$ cat config.mk
export PLATFORM = sky130hd
export DESIGN_NAME = wdclk_gen
export DESIGN_NICKNAME = d
export VERILOG_FILES = /design/src/rtl/neo_sys_pkg.sv /design/src/rtl/sync_rise.sv /design/src/rtl/wdclk_gen.sv
export SDC_FILE = /design/constraint.sdc
export NUM_CORES = 1
export LEC_CHECK = 0
export CORE_AREA = 2 2 63 65
export CTS_BUF_LIST = sky130_fd_sc_hd__clkbuf_8 sky130_fd_sc_hd__clkbuf_16
export DETAILED_ROUTE_END_ITERATION = 7
export DIE_AREA = 0 0 65 67
export DONT_BUFFER_PORTS = 1
export PLACE_DENSITY_LB_ADDON = 0.25
export SYNTH_ARGS = -nofsm -noshare
export SYNTH_HDL_FRONTEND = slang
export SYNTH_HIERARCHICAL = 1
export SYNTH_SLANG_ARGS = --single-unit
$ cat constraint.sdc
create_clock -name CLK_24M -period 2 [get_ports CLK_24M]
set_input_delay 0.2 -clock CLK_24M [delete_from_list [all_inputs] [get_ports CLK_24M]]
set_output_delay 0.2 -clock CLK_24M [all_outputs]
set_load 0.005 [all_outputs]
$ cat src/rtl/neo_sys_pkg.sv
// Shared System-block definitions: the power-on state encoding and the default
// timing constants used by the system top and its clock/reset helpers.
package neo_sys_pkg;

  typedef enum logic {
    POR_HOLD = 1'b0,
    RUN      = 1'b1
  } sys_state_e;

  localparam int unsigned POR_CYCLES_DEF = 1024;
  localparam int unsigned WD_PULSE_DEF   = 8;
  localparam int unsigned FRAME_DIV_DEF  = 1;

  localparam int unsigned PUL_CNT_W = 8;
  localparam int unsigned DIV_CNT_W = 4;

endpackage

$ cat src/rtl/sync_rise.sv
// Two-flop synchroniser for an asynchronous level, followed by an edge register
// producing a registered single-cycle strobe on each synchronised rising edge.
module sync_rise (
  input  logic i_clk,
  input  logic i_rst,
  input  logic i_async,
  output logic o_rise
);

  logic r_sync1;
  logic r_sync2;
  logic r_sync3;
  logic r_rise;

  always_ff @(posedge i_clk or posedge i_rst) begin
    if (i_rst) begin
      r_sync1 <= 1'b0;
      r_sync2 <= 1'b0;
      r_sync3 <= 1'b0;
      r_rise  <= 1'b0;
    end else begin
      r_sync1 <= i_async;
      r_sync2 <= r_sync1;
      r_sync3 <= r_sync2;
      r_rise  <= r_sync2 & ~r_sync3;
    end
  end

  assign o_rise = r_rise;

endmodule

$ cat src/rtl/wdclk_gen.sv
// Watchdog frame tick (WDCLK) from LSPC VBLANK, plus the power-on nRST hold.
// All outputs are registered in the CLK_24M domain.
module wdclk_gen
  import neo_sys_pkg::*;
#(
  parameter int unsigned POR_CYCLES = POR_CYCLES_DEF,
  parameter int unsigned WD_PULSE   = WD_PULSE_DEF,
  parameter int unsigned FRAME_DIV  = FRAME_DIV_DEF
) (
  input  logic CLK_24M,
  input  logic RST,
  input  logic VBLANK,
  output logic nRST,
  output logic WDCLK,
  output logic POR_DONE
);

  localparam int unsigned POR_W = $clog2(POR_CYCLES);

  localparam logic [POR_W-1:0]     POR_LAST = POR_W'(POR_CYCLES - 1);
  localparam logic [DIV_CNT_W-1:0] DIV_LAST = DIV_CNT_W'(FRAME_DIV - 1);
  localparam logic [PUL_CNT_W-1:0] PUL_LOAD = PUL_CNT_W'(WD_PULSE - 1);

  sys_state_e           r_state;
  sys_state_e           w_state_next;
  logic [POR_W-1:0]     r_por_cnt;
  logic [POR_W-1:0]     w_por_cnt_next;
  logic                 r_nrst;
  logic                 r_por_done;

  logic                 w_rise;
  logic                 w_run;
  logic                 w_tick;
  logic [DIV_CNT_W-1:0] r_div_cnt;

  logic                 r_wdclk;
  logic [PUL_CNT_W-1:0] r_pul_cnt;
  logic                 r_pending;

  sync_rise u_vblank_sync (
    .i_clk   (CLK_24M),
    .i_rst   (RST),
    .i_async (VBLANK),
    .o_rise  (w_rise)
  );

  always_ff @(posedge CLK_24M or posedge RST) begin
    if (RST) begin
      r_state    <= POR_HOLD;
      r_por_cnt  <= '0;
      r_nrst     <= 1'b0;
      r_por_done <= 1'b0;
    end else begin
      r_state    <= w_state_next;
      r_por_cnt  <= w_por_cnt_next;
      r_nrst     <= (w_state_next == RUN);
      r_por_done <= (w_state_next == RUN);
    end
  end

  always_comb begin
    w_state_next   = r_state;
    w_por_cnt_next = r_por_cnt;
    case (r_state)
      POR_HOLD: begin
        if (r_por_cnt == POR_LAST) begin
          w_state_next   = RUN;
          w_por_cnt_next = '0;
        end else begin
          w_por_cnt_next = r_por_cnt + 1'b1;
        end
      end
      RUN: begin
        w_state_next = RUN;
      end
      default: begin
        w_state_next   = POR_HOLD;
        w_por_cnt_next = '0;
      end
    endcase
  end

  // Edges seen during the POR hold are neither counted nor turned into ticks.
  assign w_run  = (r_state == RUN);
  assign w_tick = w_run & w_rise & (r_div_cnt == DIV_LAST);

  always_ff @(posedge CLK_24M or posedge RST) begin
    if (RST) begin
      r_div_cnt <= '0;
    end else if (w_run && w_rise) begin
      if (r_div_cnt == DIV_LAST) begin
        r_div_cnt <= '0;
      end else begin
        r_div_cnt <= r_div_cnt + 1'b1;
      end
    end
  end

  // A tick during a pulse is parked in r_pending; the idle branch then restarts
  // one cycle after the pulse drops, guaranteeing a distinct WDCLK posedge.
  always_ff @(posedge CLK_24M or posedge RST) begin
    if (RST) begin
      r_wdclk   <= 1'b0;
      r_pul_cnt <= '0;
      r_pending <= 1'b0;
    end else if (r_wdclk) begin
      if (w_tick) begin
        r_pending <= 1'b1;
      end
      if (r_pul_cnt == '0) begin
        r_wdclk <= 1'b0;
      end else begin
        r_pul_cnt <= r_pul_cnt - 1'b1;
      end
    end else if (r_pending || w_tick) begin
      r_wdclk   <= 1'b1;
      r_pul_cnt <= PUL_LOAD;
      r_pending <= 1'b0;
    end
  end

  assign nRST     = r_nrst;
  assign WDCLK    = r_wdclk;
  assign POR_DONE = r_por_done;

endmodule

==> results_dict.tcl <==
set metrics [dict create \
    die_w_um 65 \
    grt_max_degree 26 \
    internal_power_mw 0.907 \
    cts_tree "built" \
    cts.sink_count 29 \
    finalMaxSlewViolations 0 \
    cts_buffers 5 \
    final.setup_skew_ns 0.00427 \
    p_leak_nw 0.749 \
    synth_area_um2 1420 \
    dr.pass1.iters 2 \
    critPathKind "reg2reg" \
    ys_seq_area_share_pct 51.2 \
    synth_top_family_by_area "simple AND/OR/NAND/NOR gates" \
    p_per_area_nw_per_um2 711 \
    drc 0 \
    layout-drive-gt1-share_pct 14.7 \
    hold_path_class "in2async" \
    slew_headroom_pct 63.8 \
    grt_pass1_wl_mm 4.56 \
    htree_levels 2 \
    period_share_pct 83.8 \
    ir_worst_vdd_mv 0.533 \
    synth_fa_ha_area_share_pct 4.41 \
    clockBufferDepth 2 \
    finalPower_mw 1.14 \
    grt_setup_unrepaired "false" \
    synth.avg_cell_area_um2 10.7 \
    synth-simple-area-share_pct 22.7 \
    crit_fanout 6 \
    setup_viol 0 \
    max_freq_ghz 0.596 \
    drt_iter0_markers 30 \
    insertion_delay_ns 0.28 \
    dieArea_um2 4360 \
    pwr-share-comb_pct 1.6 \
    initial_utilization_pct 39.3 \
    async_flop_share_pct 100 \
    routed_wl_mm 2.46 \
    antenna_found_initial 0 \
    power.share.clock_pct 46.3 \
    cp_cell_sequence "inv_1 > ha_1 > nor3b_2 > a211oi_2 > or2_2 > o21ai_0" \
    wl_per_cell_um 12.9 \
    hold_viol 0 \
    fin_setup_tns_ns 0 \
    path_clk_slew_ns 0.06 \
    coreArea_um2 3610 \
    netSwitchingFraction_pct 20.2 \
    grtUsageTotal_pct 14.4 \
    r2r_setup_slack_ns 0.32 \
    ios 6 \
    crit_path_start_kind "flip-flop" \
    r2r_end "r_pul_cnt[0]" \
    p_seq_share_pct 52.1 \
    vias 974 \
    cts-root-buf "clkbuf_8" \
    slowest_delay_ns 0.40 \
    synth_cell_types 41 \
    area_growth_pct 12.8 \
    synthFlopType "dfrtp_1" \
    critPathCaptureType "flip-flop" \
    n_antenna_cell 0 \
    required_ns 2.19 \
    ys_ff_latch 29 \
    synth_compound_area_share_pct 11.7 \
    hpwl_mm 1.73 \
    port_buffers 0 \
    synth-edff-count 0 \
    grt_pass1_vias 1016 \
    gp_congestion 0.798 \
    fin_util_pct 44.3 \
    yosysWarnings 6 \
    r2r.worst_path.cells 6 \
    row_count 22 \
    final_common_cell "dfrtp_1" \
    fin_nets 150 \
    yosys-mux-area-fraction_pct 0.706 \
    synth-xor-area-share_pct 6.18 \
    post-route-min-period_ns 1.68 \
    vias_per_cell 5.10 \
    worst_slew_pin_slew_ns 0.539 \
    reg2reg_from "r_div_cnt[0]" \
    ant_nets 0 \
    layout_common_cells "dfrtp_1 (29), nor2_1 (13), nand2_1 (12)" \
    maxCapViolCount 0 \
    cts_repair_resize_count 0 \
    cts_setup_buffers 0 \
    synth_cells 133 \
    arrival_ns 1.87 \
    syn_nets 141 \
    die_y_um 67 \
    outcome "completed" \
    overflow 0 \
    slowest_stage "dfrtp_1" \
    postCtsHoldBufs 2 \
    switchingPower_mw 0.230 \
]
## cell type report
| cell class | count | area [µm²] |
|---|---|---|
| clock buffers | 7 | 96.3 |
| flip-flops and latches | 29 | 726 |
| multi-input cells | 94 | 647 |
| clock inverters | 1 | 5.00 |
| repair buffers | 4 | 35.0 |
| inverters | 8 | 30.0 |
| well taps | 48 | 60.1 |
| fillers | 348 | 2010 |
## worst max-delay path, delay by kind of cell, from the launching register on
family / cells / cell delay (ns)
simple gates: 2 / 0.62
flops: 1 / 0.40
compound gates: 2 / 0.34
fa+ha+maj: 1 / 0.15
buf+inv: 1 / 0.08
## registers in the layout, summed over array words and instances, names as in the netlist
register,cells
r_pending,1
POR_DONE,1
u_vblank_sync/r_sync1,1
r_div_cnt,4
WDCLK,1
u_vblank_sync/o_rise,1
u_vblank_sync/r_sync2,1
r_pul_cnt,8
u_vblank_sync/r_sync3,1
r_por_cnt,10
## power groups by stage
stage / combinational, mW / clock (mW) / sequential [mW]
after global routing: 0.0208 / 0.583 / 0.593
after detailed placement: 0.0156 / 0 / 0.603
after floorplan: 0.0106 / 0 / 0.603
final: 0.0178 / 0.526 / 0.593
after CTS: 0.0190 / 0.550 / 0.593
after global placement: 0.0148 / 0 / 0.603
## cell families after synthesis
| kind of cell | Yosys count |
|---|---|
| mux | 1 |
| compound gates | 24 |
| flops | 29 |
| fa+ha+maj | 5 |
| xor+xnor | 10 |
| buf+inv | 10 |
| simple gates | 54 |
## worst max path at each step
stage            startpoint            to  slack, ns  cells past startpoint
5_1_grt        r_div_cnt[1]  r_pul_cnt[5]       0.09                      6
4_1_cts        r_div_cnt[0]  r_pul_cnt[0]       0.29                      6
3_3_place_gp   r_div_cnt[0]  r_pul_cnt[0]       0.41                      6
2_1_floorplan  r_div_cnt[0]  r_pul_cnt[6]       0.50                      6
3_5_place_dp   r_div_cnt[0]  r_pul_cnt[0]       0.31                      6
6_report       r_div_cnt[0]  r_pul_cnt[0]       0.32                      6
## Yosys cell counts, drive strengths merged, types with 2 or more instances
master  instances  area share [%]
ha              5             4.4
nand2          12             3.2
inv             8             2.1
o21ai          11             4.1
o311ai          2             1.2
nor3            3             1.1
xnor2           4             2.5
nor2           14             4.2
nand2b          2            0.88
nand3           4             1.4
xor2            6             3.7
buf             2             1.1
or4             3             1.9
nand4           4             1.8
nor2b           4             2.3
a21oi           2            0.71
dfrtp          29              51
## layer usage
layer	global-route usage (%)	wire length, µm
met5	0	0
met4	7.18	24
met3	6.42	106
met2	22.8	1200
met1	16.6	1130
## metrics by stage
stage          worst slack [ns]  area, µm²  hold WS (ns)  cells
2_1_floorplan             0.495       1420       -0.0339    133
3_3_place_gp              0.414       1480       -0.0272    181
3_5_place_dp              0.306       1480       -0.0201    181
4_1_cts                   0.285       1600         0.250    191
5_1_grt                  0.0858       1600         0.275    191
6_report                  0.323       1600         0.256    191
Note: power is estimated with default switching activity, not from simulation.
